`config.mk`:
```
export PLATFORM = sky130hd
export DESIGN_NAME = deserializer
export DESIGN_NICKNAME = d
export VERILOG_FILES = /design/src/rtl/deserializer.sv
export SDC_FILE = /design/constraint.sdc
export NUM_CORES = 1
export LEC_CHECK = 0
export ABC_AREA = 1
export CAP_MARGIN = 20
export CORE_MARGIN = 2
export CORE_UTILIZATION = 40
export DETAILED_ROUTE_END_ITERATION = 8
export SYNTH_ARGS = -nofsm -noshare
export SYNTH_HDL_FRONTEND = slang
export SYNTH_SLANG_ARGS = --single-unit
export TNS_END_PERCENT = 5
```
`constraint.sdc`:
```
create_clock -name clk -period 2.8 [get_ports clk]
set_input_delay 0.7 -clock clk [delete_from_list [all_inputs] [get_ports clk]]
set_output_delay 0.7 -clock clk [all_outputs]
set_load 0.02 [all_outputs]
```
`src/rtl/deserializer.sv`:
```
// deserializer: serial-in/parallel-out receiver for the isolator-board byte link.
//
// Recovers 8-bit words shifted MSB-first on ser_clk/ser_data, framed by the active-low
// ser_load_n strobe, and queues them in a small byte FIFO with a valid/ready output.
// All link inputs are asynchronous to clk and are brought in through synchronizer chains.
//
// Optional build macro:
//   DESERIALIZER_FRAME_CHECK_EN - when defined, frame_err flags short frames and clock
//   edges that arrive after a complete byte. When undefined, frame_err is tied low.
//   The data path behaves identically in both builds.

module deserializer #(
  parameter int unsigned FIFO_DEPTH  = 4,  // power of 2, minimum 2
  parameter int unsigned SYNC_STAGES = 2   // minimum 2
) (
  input  logic                          clk,
  input  logic                          reset,
  input  logic                          ser_clk,
  input  logic                          ser_data,
  input  logic                          ser_load_n,
  output logic [7:0]                    dout,
  output logic                          dout_valid,
  input  logic                          dout_ready,
  output logic [$clog2(FIFO_DEPTH):0]   fifo_count,
  output logic                          overflow,
  output logic                          frame_err
);

  localparam int unsigned PtrW = $clog2(FIFO_DEPTH);
  localparam int unsigned CntW = PtrW + 1;
  localparam logic [CntW-1:0] FullCnt = CntW'(FIFO_DEPTH);

  // Receiver FSM encoding
  localparam logic [1:0] S_LOAD  = 2'd0;
  localparam logic [1:0] S_SHIFT = 2'd1;
  localparam logic [1:0] S_WAIT  = 2'd2;

  // --------------------------------------------------------------------------
  // Input synchronization
  // --------------------------------------------------------------------------
  logic [SYNC_STAGES-1:0] clk_sync_q;
  logic [SYNC_STAGES-1:0] data_sync_q;
  logic [SYNC_STAGES-1:0] load_n_sync_q;
  logic                   clk_prev_q;

  logic ser_rise;
  logic data_s;
  logic load_n_s;

  // Synchronize all three link inputs through equal-length chains so the data bit
  // seen alongside a detected edge is the one the transmitter presented at that edge.
  // Clock and load chains reset high so that neither a link clock already high nor a
  // frame already in progress looks like a fresh edge or a fresh strobe.
  always_ff @(posedge clk) begin
    if (reset) begin
      clk_sync_q    <= '1;
      data_sync_q   <= '0;
      load_n_sync_q <= '1;
      clk_prev_q    <= 1'b1;
    end else begin
      clk_sync_q    <= {clk_sync_q[SYNC_STAGES-2:0], ser_clk};
      data_sync_q   <= {data_sync_q[SYNC_STAGES-2:0], ser_data};
      load_n_sync_q <= {load_n_sync_q[SYNC_STAGES-2:0], ser_load_n};
      clk_prev_q    <= clk_sync_q[SYNC_STAGES-1];
    end
  end

  assign ser_rise = clk_sync_q[SYNC_STAGES-1] & ~clk_prev_q;
  assign data_s   = data_sync_q[SYNC_STAGES-1];
  assign load_n_s = load_n_sync_q[SYNC_STAGES-1];

  // --------------------------------------------------------------------------
  // Framing state machine and shift register
  // --------------------------------------------------------------------------
  logic [1:0] state_q, state_d;
  logic [3:0] bit_cnt_q, bit_cnt_d;
  logic [7:0] shift_q, shift_d;
  logic       done_q, done_d;

  // Next-state: load low always restarts the frame and drops any partial byte;
  // the 8th edge completes the byte and parks in S_WAIT until the next strobe.
  always_comb begin
    state_d   = state_q;
    bit_cnt_d = bit_cnt_q;
    shift_d   = shift_q;
    done_d    = 1'b0;
    if (!load_n_s) begin
      state_d   = S_LOAD;
      bit_cnt_d = 4'd0;
    end else begin
      case (state_q)
        S_LOAD: begin
          state_d = S_SHIFT;
          // Load release and first edge can be seen in the same cycle; keep that bit.
          if (ser_rise) begin
            shift_d   = {shift_q[6:0], data_s};
            bit_cnt_d = 4'd1;
          end
        end
        S_SHIFT: begin
          if (ser_rise) begin
            shift_d   = {shift_q[6:0], data_s};
            bit_cnt_d = bit_cnt_q + 4'd1;
            if (bit_cnt_q == 4'd7) begin
              state_d = S_WAIT;
              done_d  = 1'b1;
            end
          end
        end
        S_WAIT: begin
          state_d = S_WAIT;
        end
        default: begin
          state_d = S_WAIT;
        end
      endcase
    end
  end

  // FSM state; reset parks in S_WAIT so only a full, strobed frame is ever captured.
  always_ff @(posedge clk) begin
    if (reset) begin
      state_q   <= S_WAIT;
      bit_cnt_q <= 4'd0;
      shift_q   <= 8'h00;
      done_q    <= 1'b0;
    end else begin
      state_q   <= state_d;
      bit_cnt_q <= bit_cnt_d;
      shift_q   <= shift_d;
      done_q    <= done_d;
    end
  end

  // --------------------------------------------------------------------------
  // Push stage
  // --------------------------------------------------------------------------
  logic       push_q;
  logic [7:0] push_byte_q;

  // Hand the completed byte to the FIFO one cycle after completion; shift_q is held
  // in S_WAIT/S_LOAD, so it still carries the byte here.
  always_ff @(posedge clk) begin
    if (reset) begin
      push_q      <= 1'b0;
      push_byte_q <= 8'h00;
    end else begin
      push_q      <= done_q;
      push_byte_q <= shift_q;
    end
  end

  // --------------------------------------------------------------------------
  // Byte FIFO with registered head
  // --------------------------------------------------------------------------
  logic [7:0]      mem_q [FIFO_DEPTH];
  logic [PtrW-1:0] wr_ptr_q, wr_ptr_d;
  logic [PtrW-1:0] rd_ptr_q, rd_ptr_d;
  logic [CntW-1:0] count_q, count_d;
  logic [7:0]      dout_q, dout_d;
  logic            dout_valid_q, dout_valid_d;
  logic            overflow_q, overflow_d;

  logic pop;
  logic full;
  logic push_ok;

  assign pop     = dout_valid_q & dout_ready;
  assign full    = (count_q == FullCnt);
  // A pop in the same cycle frees the slot, so a full FIFO still accepts the push.
  assign push_ok = push_q & (~full | pop);

  // Next FIFO state; dout is loaded with the head that will exist after this edge,
  // so a consumer holding ready high sees a new byte every cycle.
  always_comb begin
    wr_ptr_d   = wr_ptr_q + PtrW'(push_ok);
    rd_ptr_d   = rd_ptr_q + PtrW'(pop);
    count_d    = count_q + CntW'(push_ok) - CntW'(pop);
    overflow_d = overflow_q | (push_q & full & ~pop);
    dout_d     = dout_q;
    if (count_d != '0) begin
      // New head is the byte being written this cycle (FIFO empty or draining to it).
      if (push_ok && (wr_ptr_q == rd_ptr_d)) begin
        dout_d = push_byte_q;
      end else begin
        dout_d = mem_q[rd_ptr_d];
      end
    end
    dout_valid_d = (count_d != '0);
  end

  // FIFO control registers and output register.
  always_ff @(posedge clk) begin
    if (reset) begin
      wr_ptr_q     <= '0;
      rd_ptr_q     <= '0;
      count_q      <= '0;
      dout_q       <= 8'h00;
      dout_valid_q <= 1'b0;
      overflow_q   <= 1'b0;
    end else begin
      wr_ptr_q     <= wr_ptr_d;
      rd_ptr_q     <= rd_ptr_d;
      count_q      <= count_d;
      dout_q       <= dout_d;
      dout_valid_q <= dout_valid_d;
      overflow_q   <= overflow_d;
    end
  end

  // FIFO storage; contents need no reset since only written entries are ever read.
  always_ff @(posedge clk) begin
    if (push_ok) begin
      mem_q[wr_ptr_q] <= push_byte_q;
    end
  end

  assign dout       = dout_q;
  assign dout_valid = dout_valid_q;
  assign fifo_count = count_q;
  assign overflow   = overflow_q;

  // --------------------------------------------------------------------------
  // Framing error
  // --------------------------------------------------------------------------
`ifdef DESERIALIZER_FRAME_CHECK_EN
  logic frame_err_q;
  logic short_frame;
  logic extra_edge;

  assign short_frame = ~load_n_s & (state_q == S_SHIFT) & (bit_cnt_q != 4'd0);
  assign extra_edge  = load_n_s & (state_q == S_WAIT) & ser_rise;

  // Sticky flag for frames cut short and edges beyond the 8th bit.
  always_ff @(posedge clk) begin
    if (reset) begin
      frame_err_q <= 1'b0;
    end else if (short_frame || extra_edge) begin
      frame_err_q <= 1'b1;
    end
  end

  assign frame_err = frame_err_q;
`else
  assign frame_err = 1'b0;
`endif

endmodule

```
# After elaboration in Yosys (flattened, before gate mapping)

Memory sizes are Yosys's and may differ from the RTL's. A register that Yosys moved wholly into a read port is not among the register bits.
Index checks and enable logic that the tools add are counted.

Memory bits (writable): 32
Register bits: 40
Output and inout bits: 14
Memories kept: 1

Multiplexer cells: 10
Equal/unequal tests: 8
Reductions and logical operators: 10
Bitwise logic cells: 13
$add $sub $neg: 5

Memories:

| name  | depth | width | rd ports | clocked after Yosys merged registers in | wr ports | RTL line | text |
|---|---|---|---|---|---|---|---|
| mem_q | 4     | 8     | 1        | 1                                       | 1        | 156      | `logic [7:0] mem_q [FIFO_DEPTH];` |

Operators with widths:

| cell                                                                  | number |
|---|---|
| 4-bit two-way mux                                                     | 2 |
| 4-bit case mux with 2 select lines                                    | 1 |
| 2-bit two-way mux                                                     | 3 |
| 2-bit inequality test, second input constant                          | 3 |
| 3-bit inequality test, second input constant                          | 2 |
| 1-bit inverter                                                        | 6 |
| 3-bit AND reduction                                                   | 2 |
| 1-bit bitwise AND                                                     | 5 |
| 2-bit by 1-bit adder with 2-bit output                                | 2 |
| 4-bit by 1-bit adder with 4-bit output, second input constant         | 1 |
| 4-bit by 3-bit equality test with 1-bit output, second input constant | 1 |
| 2-bit case mux with 2 select lines                                    | 1 |
| 2-bit AND reduction                                                   | 2 |
| 2-bit OR reduction                                                    | 2 |
| 4-bit OR reduction                                                    | 1 |
| 3-bit by 1-bit adder with 3-bit output                                | 1 |
| 3-bit equality test, second input constant                            | 1 |
| 1-bit two-way mux                                                     | 3 |
| 3-bit nonzero test                                                    | 1 |
| 3-bit by 1-bit subtractor with 3-bit output                           | 1 |
| 2-bit by 1-bit equality test with 1-bit output, second input constant | 1 |
| 2-bit zero test                                                       | 1 |
| 1-bit OR                                                              | 2 |
| 2-bit nonzero test                                                    | 1 |

# Longest topological paths before layout

Gate-level depths: netlist (run 1).

Word-level depth: 7
Mapped depth: 14
Gate-level depth less buffers: 14

# Least setup slack after synthesis (run 1)

Ideal clock, no wire load.

Kind: in2reg
Start point: input port dout_ready
End point: register dout_q[0], in the netlist dout[0], read port of mem_q
Library setup time: 0.058 ns
Required time: 2.742 ns
Path buffers: 0
Path slack: 0.219 ns
Cell stages on the path: 12
Arrival time: 2.523 ns
Path through: nand2_1 nand3_1 nand2_1 ha_1 inv_1 ha_1 fa_1 nor2_1 nand3_2 nor2_2 nand2_1 nand2_1

Word-level cells in the longest chain between the ends: 6

Ends and longest elaborated chain:

| what                                            | RTL line | text |
|---|---|---|
| start, declared                                 | 23       | `input logic dout_ready,` |
| 1-bit bitwise AND (*)                           | 168      | `assign pop = dout_valid_q & dout_ready;` |
| 1-bit OR                                        | 171      | `assign push_ok = push_q & (~full \| pop);` |
| 1-bit bitwise AND                               | 171      |  |
| 3-bit by 1-bit adder with 3-bit output          | 178      | `count_d = count_q + CntW'(push_ok) - CntW'(pop);` |
| 3-bit by 1-bit subtractor with 3-bit output (*) | 178      |  |
| named net count_d[1]                            | 159      | `logic [CntW-1:0] count_q, count_d;` |
| 3-bit nonzero test (*)                          | 181      | `if (count_d != '0) begin` |
| end, declared                                   | 160      | `logic [7:0] dout_q, dout_d;` |

The timed path passes the listed nets; every way through them passes the cells marked *.
A chain may end at the register's enable or synchronous reset.

# Worst setup path after layout (run 1)

Start point: input port dout_ready
End point: register dout_q[5], in the netlist dout[5], read port of mem_q

Same word-level chain as after synthesis.

==> results of run 1 <==
-- worst paths after layout --
path	to	depth (start not counted)
min reg2reg	push_q	2
max	dout[5]	14
max reg2reg	dout[5]	13
min	push_q	2
-- cells by family (layout without fill, tap and decap cells) --
group	after synthesis	in the layout	synth area share [%]
simple gates	143	143	20.3
other cells	1	1	0.119
compound gates	51	51	8.24
buf+inv	50	92	7.29
fa+ha+maj	6	6	2.63
xor+xnor	1	1	0.279
flops	80	80	61.1
-- worst reg2reg max path: stages, from the launching register on --
cell and delay, ps:
dfxtp_1 420, nor2_1 110, nand3_2 90, nand2_2 60, ha_1 270, inv_1 40
ha_1 190, fa_1 490, nor2_2 120, nand3_2 100, nor2_2 110, buf_6 140
nand2_1 60, nand2_1 60
-- routing by layer --
layer  up-vias  track usage, %  routed length, um
met3        11            2.77                171
met4         0            7.72                133
met2        27            27.0               2950
met1       983            19.5               2840
li1       1146               -                  -
met5         -               0                  0
-- Yosys cell counts (all sizes together) --
library cell / n
fa: 1
nor2: 58
a31oi: 1
o21bai: 1
nor4: 1
o21ai: 36
xnor2: 1
nand3b: 1
nand2: 57
nor3: 5
buf: 5
dfxtp: 48
inv: 42
nand3: 16
clkbuf: 3
conb: 1
a21oi: 13
edfxtp: 32
ha: 5
or2: 4
nand4: 1
-- repair_timing --
action                     4_1_cts  5_1_grt
setup buffers                    0        1
setup endpoints to repair        0        8
resized for setup                0        6
-- layout make-up --
type | instances | area (um2)
fill | 766 | 3960
sequential | 80 | 1920
multi-input combinational | 202 | 1000
timing repair buffer | 34 | 304
inverter | 42 | 168
clock buffer | 11 | 153
tap | 102 | 128
clock inverter | 5 | 53.8
-- power by group through the flow --
stage	combinational, W	sequential [W]	clock (W)
final	0.000880	0.00134	0.000873
after global routing	0.000987	0.00135	0.000943
after CTS	0.000845	0.00134	0.000901
after floorplan	0.000476	0.00143	0
after global placement	0.000824	0.00137	0
after detailed placement	0.000840	0.00137	0
-- flip-flops by register name, indices dropped and copies added (netlist names), 2 cells and up --
signal and cells:
mem_q 32, dout 8, push_byte_q 8, shift_q 8, bit_cnt_q 4, fifo_count 3
clk_sync_q 2, data_sync_q 2, load_n_sync_q 2, rd_ptr_q 2, state_q 2, wr_ptr_q 2
-- metrics by stage --
step	setup WS, ps	total power [W]	area, um2	utilization [%]
finish	131	0.00310	3730	48.6
global route	-19.2	0.00328	3730	48.6
CTS	135	0.00309	3710	48.2
detailed placement	-228	0.00221	3500	45.5
global placement	-164	0.00220	3500	45.5
floorplan	219	0.00190	3140	-
==> out/results.ini, run 1 <==
[cts]
cts-root-buf = clkbuf_8
cts.sinks = 80
clkTransAtPathRegs_ps = 80
cts_inserted_buffers = 9
clock_path_buffers = 2
htreeDepth = 3
hold_buffers = 0
clkLatencyLatePin_ps = 360
cts_tree = built

[power]
clockPowerShare_pct = 28.2
leakage_nw = 1.49
ir_drop_mv = 0.261
p_comb_share_pct = 28.4
internal_power_w = 0.00212
p_switching_w = 0.000977
p_per_area_mw_per_mm2 = 830
swShare_pct = 31.6
seqPwrFrac_pct = 43.4

[setup_path]
cp_num_buf_inv = 3
crit_required_ps = 3100
critPathTopFamily = adder cells
cp_cell_sequence = clkdlybuf4s50_1 -> nand2_1 -> nand3_2 -> nand2_2 -> ha_1 -> inv_1 -> ha_1 -> fa_1 -> nor2_2 -> nand3_2 -> nor2_2 -> buf_6 -> nand2_1 -> nand2_1
crit_fanout = 8
start_kind = input port
crit_type = in2reg
startpoint = dout_ready
worstSetupEndpointType = flop
cpMostUsedCell = nand2_1
slowest_delay_ps = 490
r2r_slack_ps = 500
cp.arrival_ps = 2970
r2r_start = fifo_count[1]
cp_slowest_cell = fa_1

[place]
place.gp.congestion = 0.794
place_hpwl_um = 4210
place.detailed.instances = 459
io_buffers = 18

[layout]
drive_gt1_share_pct = 14.2
area_growth_pct = 18.8
fin_nets = 381
fin_cells = 476
layout_common_cells = 54 x nor2_1, 50 x nand2_1, 48 x dfxtp_1
antenna_cells = 0
final_common_cell = nor2_1

[synthesis]
seq_area_frac_synth_pct = 61.1
synth_area_leaders = dfxtp_1 31%, edfxtp_1 31%, nor2_1 6.6%
synth_top_area_share_pct = 30.6
yosys.area.top_type = dfxtp_1
synthCells = 332
syn_nets = 344
synth_cell_types = 31
yosys_register_bits = 80
avgSynthCellArea_um2 = 9.47
syn_area_mm2 = 0.00314
ys_warn_count = 0

[floorplan]
dieArea_mm2 = 0.00858
start_util_pct = 40.9
fp.dieW_um = 92.6
placementRows = 32
ios = 20
core_area_mm2 = 0.00769
die_y_um = 92.6

[flow_run]
drv_cap = 0

[global_route]
antenna_found_initial = 0
grt_max_degree = 25
grt_pass1_vias = 2121
grt_pass1_wl_um = 10300
grt_usage_pct = 15.9
grt-ovfl-total = 0

[timing]
setup_viol = 0
max_freq_ghz = 0.375
final_max_slew_viol_count = 0
finClkSkew_ps = 5.26
final-hold-violation-count = 0
fin_tns_setup_ps = 0
min_period_ps = 2670
period_share_pct = 95.3
hold-worst-slack_ps = 400

[route]
routed_wl_um = 6090
drc = 0
via_count = 2167
post_drt_via_cell_ratio = 4.55
wl_per_cell_um = 12.8
final_antenna_net_count = 0
dr.pass1.iters = 5
first_iter_violations = 72

[status]
status = completed

[min_path]
hp-start = done_q
hold_class = reg2reg

Power figures use the tool's default switching activity.
==> run 2: changes to the inputs <==
--- a/config.mk
+++ b/config.mk
@@ -10,6 +10,7 @@
 export CORE_MARGIN = 2
 export CORE_UTILIZATION = 40
 export DETAILED_ROUTE_END_ITERATION = 8
+export PLACE_DENSITY = 0.56
 export SYNTH_ARGS = -nofsm -noshare
 export SYNTH_HDL_FRONTEND = slang
 export SYNTH_SLANG_ARGS = --single-unit
==> out/results.ini, run 2 (same netlist as run 1, synthesis figures left out) <==
[status]
status = completed

[global_route]
grt_usage_pct = 16.5
grt_pass1_wl_um = 10700
antenna_found_initial = 0
grt-ovfl-total = 0
grt_max_degree = 25
grt_pass1_vias = 2305

[setup_path]
crit_type = in2reg
r2r_slack_ps = 520
cp_slowest_cell = fa_1
crit_fanout = 8
critical_path.endpoint = dout[1]
slowest_delay_ps = 490
start_kind = input port
cp.arrival_ps = 2960
crit_required_ps = 3100
reg2reg_to = dout[1]
startpoint = dout_ready
worstSetupEndpointType = flop
cp_cell_sequence = clkdlybuf4s50_1 -> nand2_2 -> nand3_2 -> nand2_1 -> ha_1 -> inv_1 -> ha_2 -> fa_1 -> nor2_2 -> nand3_2 -> nor2_2 -> buf_6 -> nand2_1 -> nand2_1
r2r_start = fifo_count[1]
cpMostUsedCell = nand2_1
ff2ff_path_depth = 13

[place]
io_buffers = 18
place.gp.congestion = 0.751
place.detailed.instances = 468
place_area_mm2 = 0.00357
place_hpwl_um = 4470

[route]
post_drt_via_cell_ratio = 4.64
dr.pass1.iters = 4
via_count = 2253
routed_wl_um = 6220
drc = 0
wl_per_cell_um = 12.8
final_antenna_net_count = 0
first_iter_violations = 85

[timing]
min_period_ps = 2670
hold-worst-slack_ps = 408
finClkSkew_ps = 7.75
max_freq_ghz = 0.375
setup_viol = 0
final_max_slew_viol_count = 0
final-hold-violation-count = 0
period_share_pct = 95.3

[layout]
fin_cells = 486
antenna_cells = 0
fin_area_mm2 = 0.00381
area_growth_pct = 21.1
multi_input_area_mm2 = 0.00101
fin_nets = 391
largest_reg_flops = 32
final_common_cell = nor2_1
register_area_mm2 = 0.00192
layout_common_cells = 54 x nor2_1, 50 x nand2_1, 48 x dfxtp_1
fillCellCount = 763
drive_gt1_share_pct = 16.9
top_register = mem_q

[cts]
hold_buffers = 0
cts_inserted_buffers = 9
cts-root-buf = clkbuf_8
cts_tree = built
htreeDepth = 3
clock_path_buffers = 2
clkLatencyLatePin_ps = 350
cts.sinks = 80
clkTransAtPathRegs_ps = 80

[power]
p_total_w = 0.00310
p_per_area_mw_per_mm2 = 815
leakage_nw = 1.53
ir_drop_mv = 0.370

[floorplan]
dieArea_mm2 = 0.00858
die_y_um = 92.6
placementRows = 32
fp.dieW_um = 92.6
start_util_pct = 40.9
ios = 20
core_area_mm2 = 0.00769

[min_path]
hold_class = reg2reg
hp-start = done_q

[flow_run]
drv_cap = 0

[run 2: cell count changes in the layout (fill, tap and decap cells not counted), sizes merged]
cell / previous run / this run
bufinv: 1 / 0
buf: 16 / 26
clkinv: 3 / 5
inv: 43 / 41
clkinvlp: 0 / 1
[run 2: metrics by stage]
stage,util (%),setup WS (ps),setup TNS (ps)
2_1_floorplan,-,219,0
3_3_place_gp,46.4,-208,-1720
3_5_place_dp,46.4,-274,-2210
4_1_cts,49.0,95.3,0
5_1_grt,49.5,-6.45,-6.45
6_report,49.5,132,0
[run 2: worst min path at each step]
stage | to | depth (start not counted)
final | push_q | 2
after global routing | clk_sync_q[1] | 1
after CTS | push_q | 2
after detailed placement | load_n_sync_q[1] | 1
after global placement | load_n_sync_q[1] | 1
after floorplan | data_sync_q[1] | 2
[run 2: cell type report]
| class | count | share of cell area (%) |
|---|---|---|
| Clock buffer | 11 | 4.27 |
| Clock inverter | 5 | 1.02 |
| Inverter | 42 | 4.47 |
| Multi-Input combinational cell | 202 | 26.5 |
| Sequential cell | 80 | 50.5 |
| Tap cell | 102 | 3.35 |
| Timing Repair Buffer | 44 | 9.96 |
[run 2: timing repair]
| item | in CTS | in global routing |
|---|---|---|
| setup buffers | 0 | 2 |
| setup endpoints to repair | 0 | 8 |
| gates resized for setup | 0 | 8 |
[run 2: per-layer routing]
metal,vias to the layer above,GRT usage [%],routed length (um)
met3,10,5.04,231
met5,-,0,0
met4,0,6.37,145
li1,1170,-,-
met2,37,27.7,3060
met1,1036,19.9,2780
[run 2: worst max-delay path, delay by kind of cell]
family        cells  cell delay [ps]
fa+ha+maj         3              940
simple gates      8              680
buf+inv           3              650
[run 2: power breakdown]
part	internal, W	switching, W	total (W)	leakage, nW
clock	0.000403	0.000417	0.000820	0.101
sequential	0.00128	0.0000595	0.00134	0.688
combinational	0.000429	0.000516	0.000945	0.738
==> run 3: changes to the inputs <==
--- a/config.mk
+++ b/config.mk
@@ -11,6 +11,7 @@
 export CORE_UTILIZATION = 40
 export DETAILED_ROUTE_END_ITERATION = 8
 export PLACE_DENSITY = 0.56
+export RECOVER_POWER = 25
 export SYNTH_ARGS = -nofsm -noshare
 export SYNTH_HDL_FRONTEND = slang
 export SYNTH_SLANG_ARGS = --single-unit
==> results of run 3 <==
Same layout as run 2: the final DEF is identical, and so are final timing and power.
